### src/rtl/food_placer.sv
// Food placement engine: draws LFSR candidates, range-checks them against the playfield,
// asks the snake-body occupancy checker, and retries until a free cell or MAX_TRIES rejections.
module food_placer #(
   parameter int unsigned GRID_W    = 64,
   parameter int unsigned GRID_H    = 48,
   parameter int unsigned MAX_TRIES = 255
) (
   input  logic       clk,
   input  logic       rst_n,
   input  logic       place_req,
   input  logic [9:0] rnd_x,
   input  logic [9:0] rnd_y,
   output logic       lfsr_en,
   output logic       occ_query,
   output logic [5:0] occ_x,
   output logic [5:0] occ_y,
   input  logic       occ_valid,
   input  logic       occ_hit,
   output logic [5:0] food_x,
   output logic [5:0] food_y,
   output logic       food_valid,
   output logic       busy,
   output logic       fail
);

   typedef enum logic [1:0] {StIdle, StSample, StQuery, StWait} state_e;

   state_e     state_q, state_d;
   logic [7:0] tries_q, tries_d;
   logic       in_range, reject, last_try;

   logic       lfsr_en_d, occ_query_d, busy_d, fail_d, food_valid_d;
   logic       lfsr_en_q, occ_query_q, busy_q, fail_q, food_valid_q;
   logic [5:0] occ_x_d, occ_y_d, food_x_d, food_y_d;
   logic [5:0] occ_x_q, occ_y_q, food_x_q, food_y_q;

   // Only the low six LFSR bits address the grid.
   logic unused_rnd_hi;
   assign unused_rnd_hi = ^{rnd_x[9:6], rnd_y[9:6]};

   assign in_range = ({1'b0, rnd_x[5:0]} < 7'(GRID_W)) && ({1'b0, rnd_y[5:0]} < 7'(GRID_H));

   // State register
   always_ff @(posedge clk) begin
      if (!rst_n) begin
         state_q <= StIdle;
         tries_q <= 8'd0;
      end else begin
         state_q <= state_d;
         tries_q <= tries_d;
      end
   end

   // Next-state logic
   always_comb begin
      state_d  = state_q;
      tries_d  = tries_q;
      reject   = 1'b0;
      last_try = 1'b0;
      unique case (state_q)
         StIdle: begin
            if (place_req) begin
               state_d = StSample;
               tries_d = 8'd0;
            end
         end
         StSample: begin
            if (in_range) state_d = StQuery;
            else          reject  = 1'b1;
         end
         StQuery: state_d = StWait;
         StWait: begin
            if (occ_valid) begin
               if (occ_hit) reject  = 1'b1;
               else         state_d = StIdle;
            end
         end
      endcase
      if (reject) begin
         tries_d  = tries_q + 8'd1;
         last_try = (tries_d == 8'(MAX_TRIES));
         state_d  = last_try ? StIdle : StSample;
      end
   end

   // Output logic, computed from the upcoming state so every output leaves a flop
   always_comb begin
      lfsr_en_d    = (state_d == StSample);
      occ_query_d  = (state_d == StQuery);
      busy_d       = (state_d != StIdle);
      fail_d       = last_try;
      occ_x_d      = occ_x_q;
      occ_y_d      = occ_y_q;
      food_x_d     = food_x_q;
      food_y_d     = food_y_q;
      food_valid_d = food_valid_q;
      if (state_q == StIdle && place_req) food_valid_d = 1'b0;
      // Candidate is captured from the pre-advance LFSR value seen during SAMPLE.
      if (state_q == StSample && in_range) begin
         occ_x_d = rnd_x[5:0];
         occ_y_d = rnd_y[5:0];
      end
      if (state_q == StWait && occ_valid && !occ_hit) begin
         food_x_d     = occ_x_q;
         food_y_d     = occ_y_q;
         food_valid_d = 1'b1;
      end
   end

   always_ff @(posedge clk) begin
      if (!rst_n) begin
         lfsr_en_q    <= 1'b0;
         occ_query_q  <= 1'b0;
         busy_q       <= 1'b0;
         fail_q       <= 1'b0;
         occ_x_q      <= 6'd0;
         occ_y_q      <= 6'd0;
         food_x_q     <= 6'd0;
         food_y_q     <= 6'd0;
         food_valid_q <= 1'b0;
      end else begin
         lfsr_en_q    <= lfsr_en_d;
         occ_query_q  <= occ_query_d;
         busy_q       <= busy_d;
         fail_q       <= fail_d;
         occ_x_q      <= occ_x_d;
         occ_y_q      <= occ_y_d;
         food_x_q     <= food_x_d;
         food_y_q     <= food_y_d;
         food_valid_q <= food_valid_d;
      end
   end

   assign lfsr_en    = lfsr_en_q;
   assign occ_query  = occ_query_q;
   assign busy       = busy_q;
   assign fail       = fail_q;
   assign occ_x      = occ_x_q;
   assign occ_y      = occ_y_q;
   assign food_x     = food_x_q;
   assign food_y     = food_y_q;
   assign food_valid = food_valid_q;

endmodule

### config.mk
export PLATFORM = sky130hd
export DESIGN_NAME = food_placer
export DESIGN_NICKNAME = d
export VERILOG_FILES = /design/src/rtl/food_placer.sv
export SDC_FILE = /design/constraint.sdc
export NUM_CORES = 1
export LEC_CHECK = 0
export CORE_AREA = 10 10 69 71
export DETAILED_ROUTE_END_ITERATION = 10
export DIE_AREA = 0 0 79 81
export PLACE_DENSITY = 0.91
export SYNTH_ARGS = -nofsm -noshare
export SYNTH_HDL_FRONTEND = slang
export SYNTH_SLANG_ARGS = --single-unit
export TNS_END_PERCENT = 30
### constraint.sdc
create_clock -name clk -period 2.7 [get_ports clk]
set_input_delay 0.27 -clock clk [delete_from_list [all_inputs] [get_ports clk]]
set_output_delay 0.27 -clock clk [all_outputs]
set_load 0.01 [all_outputs]
==> metrics.txt <==
synthesized area=1550 um^2; static leakage=0.000765 uW; Worst Setup Start Kind=flop; Routed WL=3.84 mm; yosys warns=0; post-synth top area share=0.503; Slowest cell on crit path=dfxtp_1; CP endpoint kind=flop; synth top area cells=dfxtp_1 (50%), nand2_1 (12%), a21oi_1 (11%); Setup TNS Final=0 ns; Reg power frac=0.579; smallest hold slack=0.451 ns; clk root buf=clkbuf_4; Post-DRT Antenna Nets=0; status=completed; Initial Util=0.440; class of the worst hold path=primary input to flop; CTS Buf Count=5; fin. max-slew vios=0; first-pass GRT wire length=6.40 mm; Buffers on Ports=45; Sw Pwr=284 uW; Die H=81 um; GPL Wtd Cong=0.871; post-CTS sizing=0; Buffers & Inverters on Critical Path=0; met1 Resource Use GR=0.136; max-cap viol count=0; post-synthesis cell type count=30; Detail Placement HPWL=2.85 mm; Synth Flop Type=dfxtp_1; DR iter-0 viols=78; Post-synth EDFFs=0; Max VDD drop=0.224 mV; met3 Use GR=0.0464; via count=1431; count of filler cells inserted in the layout=321; Internal=779 uW; CTS max path bufs=2; drt wl/cell=13.4 um; Arrival @ worst endpoint=2.19 ns; min Tclk post-route=1.95 ns; IO Pins=54; setup bufs post-CTS=0; RSZ-0062 raised after global routing=no; largest net degree at the start of global routing=36; H-tree Lvls=2; GRT overflow=0; Power, Total=1060 uW; Worst Skew=0.00727 ns; Setup Viol. Count Final=0; Core ar.=3520 um^2; Async SR Flop Fraction=0; Worst Path Class, Setup=flop to flop; Area Growth Syn to Fin=36.1%; Switching Fraction=0.267; number of global-route vias before repair=1306; row cnt=22; Synthesized Nets=217; DR pass1 iterations=4; combinational share of power=0.151; Final Hold Vio Count=0; Total GRT Usage=0.124; drt drc=0; fin nets=265; Die Area=6400 um^2; cell area power density=503 nW/um^2; dominant cell type by area after synthesis=dfxtp_1; Fmax=0.514 GHz; layout cells sized above 1=0.0669; clk sinks=39; FF+latch count, synth=39; commonest non-fill, non-tap cell in the layout=nand2_1; diode count=0; post-synthesis cell count=190; slew margin rel.=0.667; Final period util=0.721; worst-path cell chain=ha_1, nand3_1, nor2_1, xnor2_1, or4_4, and4_1; vias per cell=4.99; CP peak stage delay=0.46 ns; initial antenna violation count=0; CP Max Fanout=6; worst slew pin tran=0.500 ns; power share of the clock group=0.270; GR peak layer=met2; Die W=79 um; Critical Path RT=2.95 ns; # hold bufs at CTS=0; Avg Cell Area, Syn=8.17 um^2; Seq/Total Area, Yosys=0.503; CP top delay family=simple AND/OR/NAND/NOR gates; Reg clk slew, reported paths=0.11 ns; M2 GR Usage=0.210; leading cell types in the layout, fill and taps excluded=nand2_1 (51), clkdlybuf4s50_1 (45), dfxtp_1 (39); CTS tree=yes; clk_lat worst skew=0.35 ns
## sequential cells by signal (all words and copies together), names as in the netlist, 2 cells and up
name,count
tries_q,8
occ_y,6
occ_x,6
food_x,6
food_y,6
state_q,2
## power groups by stage
stage	combinational (uW)	sequential, uW	clock, uW
global route	177	621	326
floorplan	67.3	635	0
CTS	163	616	295
detailed placement	161	629	0
global placement	158	627	0
finish	160	616	287
## routing by layer
| metal | routed length [um] | share of wire | vias to the layer above |
|---|---|---|---|
| li1 | - | - | 734 |
| met1 | 1590 | 0.41 | 653 |
| met2 | 1940 | 0.50 | 37 |
| met3 | 241 | 0.063 | 7 |
| met4 | 74 | 0.019 | 0 |
| met5 | 0 | 0 | - |
## cells by family (layout without fill, tap and decap cells)
logic type,after synthesis,in the layout,synth area share
adders and majority gates,2,2,0.0161
buffers and inverters,11,60,0.0266
AOI/OAI and AO/OA,46,46,0.166
DFF,39,39,0.503
and+or+nand+nor,89,89,0.271
xor gates and xnor gates,3,3,0.0169
## through the flow
step / instance area, um^2 / util / instances / setup WS (ns)
global placement: 2060 / 0.584 / 279 / 0.549
detailed placement: 2060 / 0.584 / 279 / 0.533
global route: 2110 / 0.599 / 287 / 0.593
floorplan: 1550 / - / 190 / 0.989
finish: 2110 / 0.599 / 287 / 0.755
CTS: 2110 / 0.599 / 287 / 0.762
## worst register-to-register path, stage by stage, from the launching register on
cell and delay [ns]:
dfxtp_1 0.46, ha_1 0.26, nand3_1 0.14, nor2_1 0.23
xnor2_1 0.12, or4_4 0.45, and4_1 0.20
## synth_stat cells, types with 2 or more instances
| cell | n |
|---|---|
| nand4_2 | 2 |
| clkbuf_1 | 7 |
| o211a_1 | 2 |
| a21oi_1 | 33 |
| nand2_1 | 51 |
| nor2_1 | 15 |
| nand3_1 | 3 |
| nand3b_1 | 2 |
| inv_1 | 3 |
| nor3_1 | 3 |
| and2_1 | 3 |
| o21a_1 | 2 |
| or3_1 | 2 |
| xor2_1 | 2 |
| ha_1 | 2 |
| o21ai_0 | 6 |
| dfxtp_1 | 39 |
## cell type report
type | instances | area [um^2] | area share
well taps | 48 | 60.1 | 0.0284
inverters | 4 | 15.0 | 0.00711
clock buffers | 6 | 41.3 | 0.0195
flip-flops and latches | 39 | 781 | 0.370
multi-input cells | 140 | 729 | 0.345
repair buffers | 48 | 473 | 0.224
clock inverters | 2 | 12.5 | 0.00592
## path summary, 6_finish.rpt
path / start / to / slack (ns) / cells past startpoint
min reg2reg: food_y[4]$_SDFFE_PN0P_ / food_y[4]$_SDFFE_PN0P_ / 0.46 / 2
max: tries_q[0]$_SDFFE_PN0P_ / lfsr_en$_SDFF_PN0_ / 0.75 / 6
min: rnd_y[1] / occ_y[1]$_SDFFE_PN0P_ / 0.45 / 3
max reg2reg: tries_q[0]$_SDFFE_PN0P_ / lfsr_en$_SDFF_PN0_ / 0.75 / 6
Note: power is estimated with default switching activity, not from simulation.
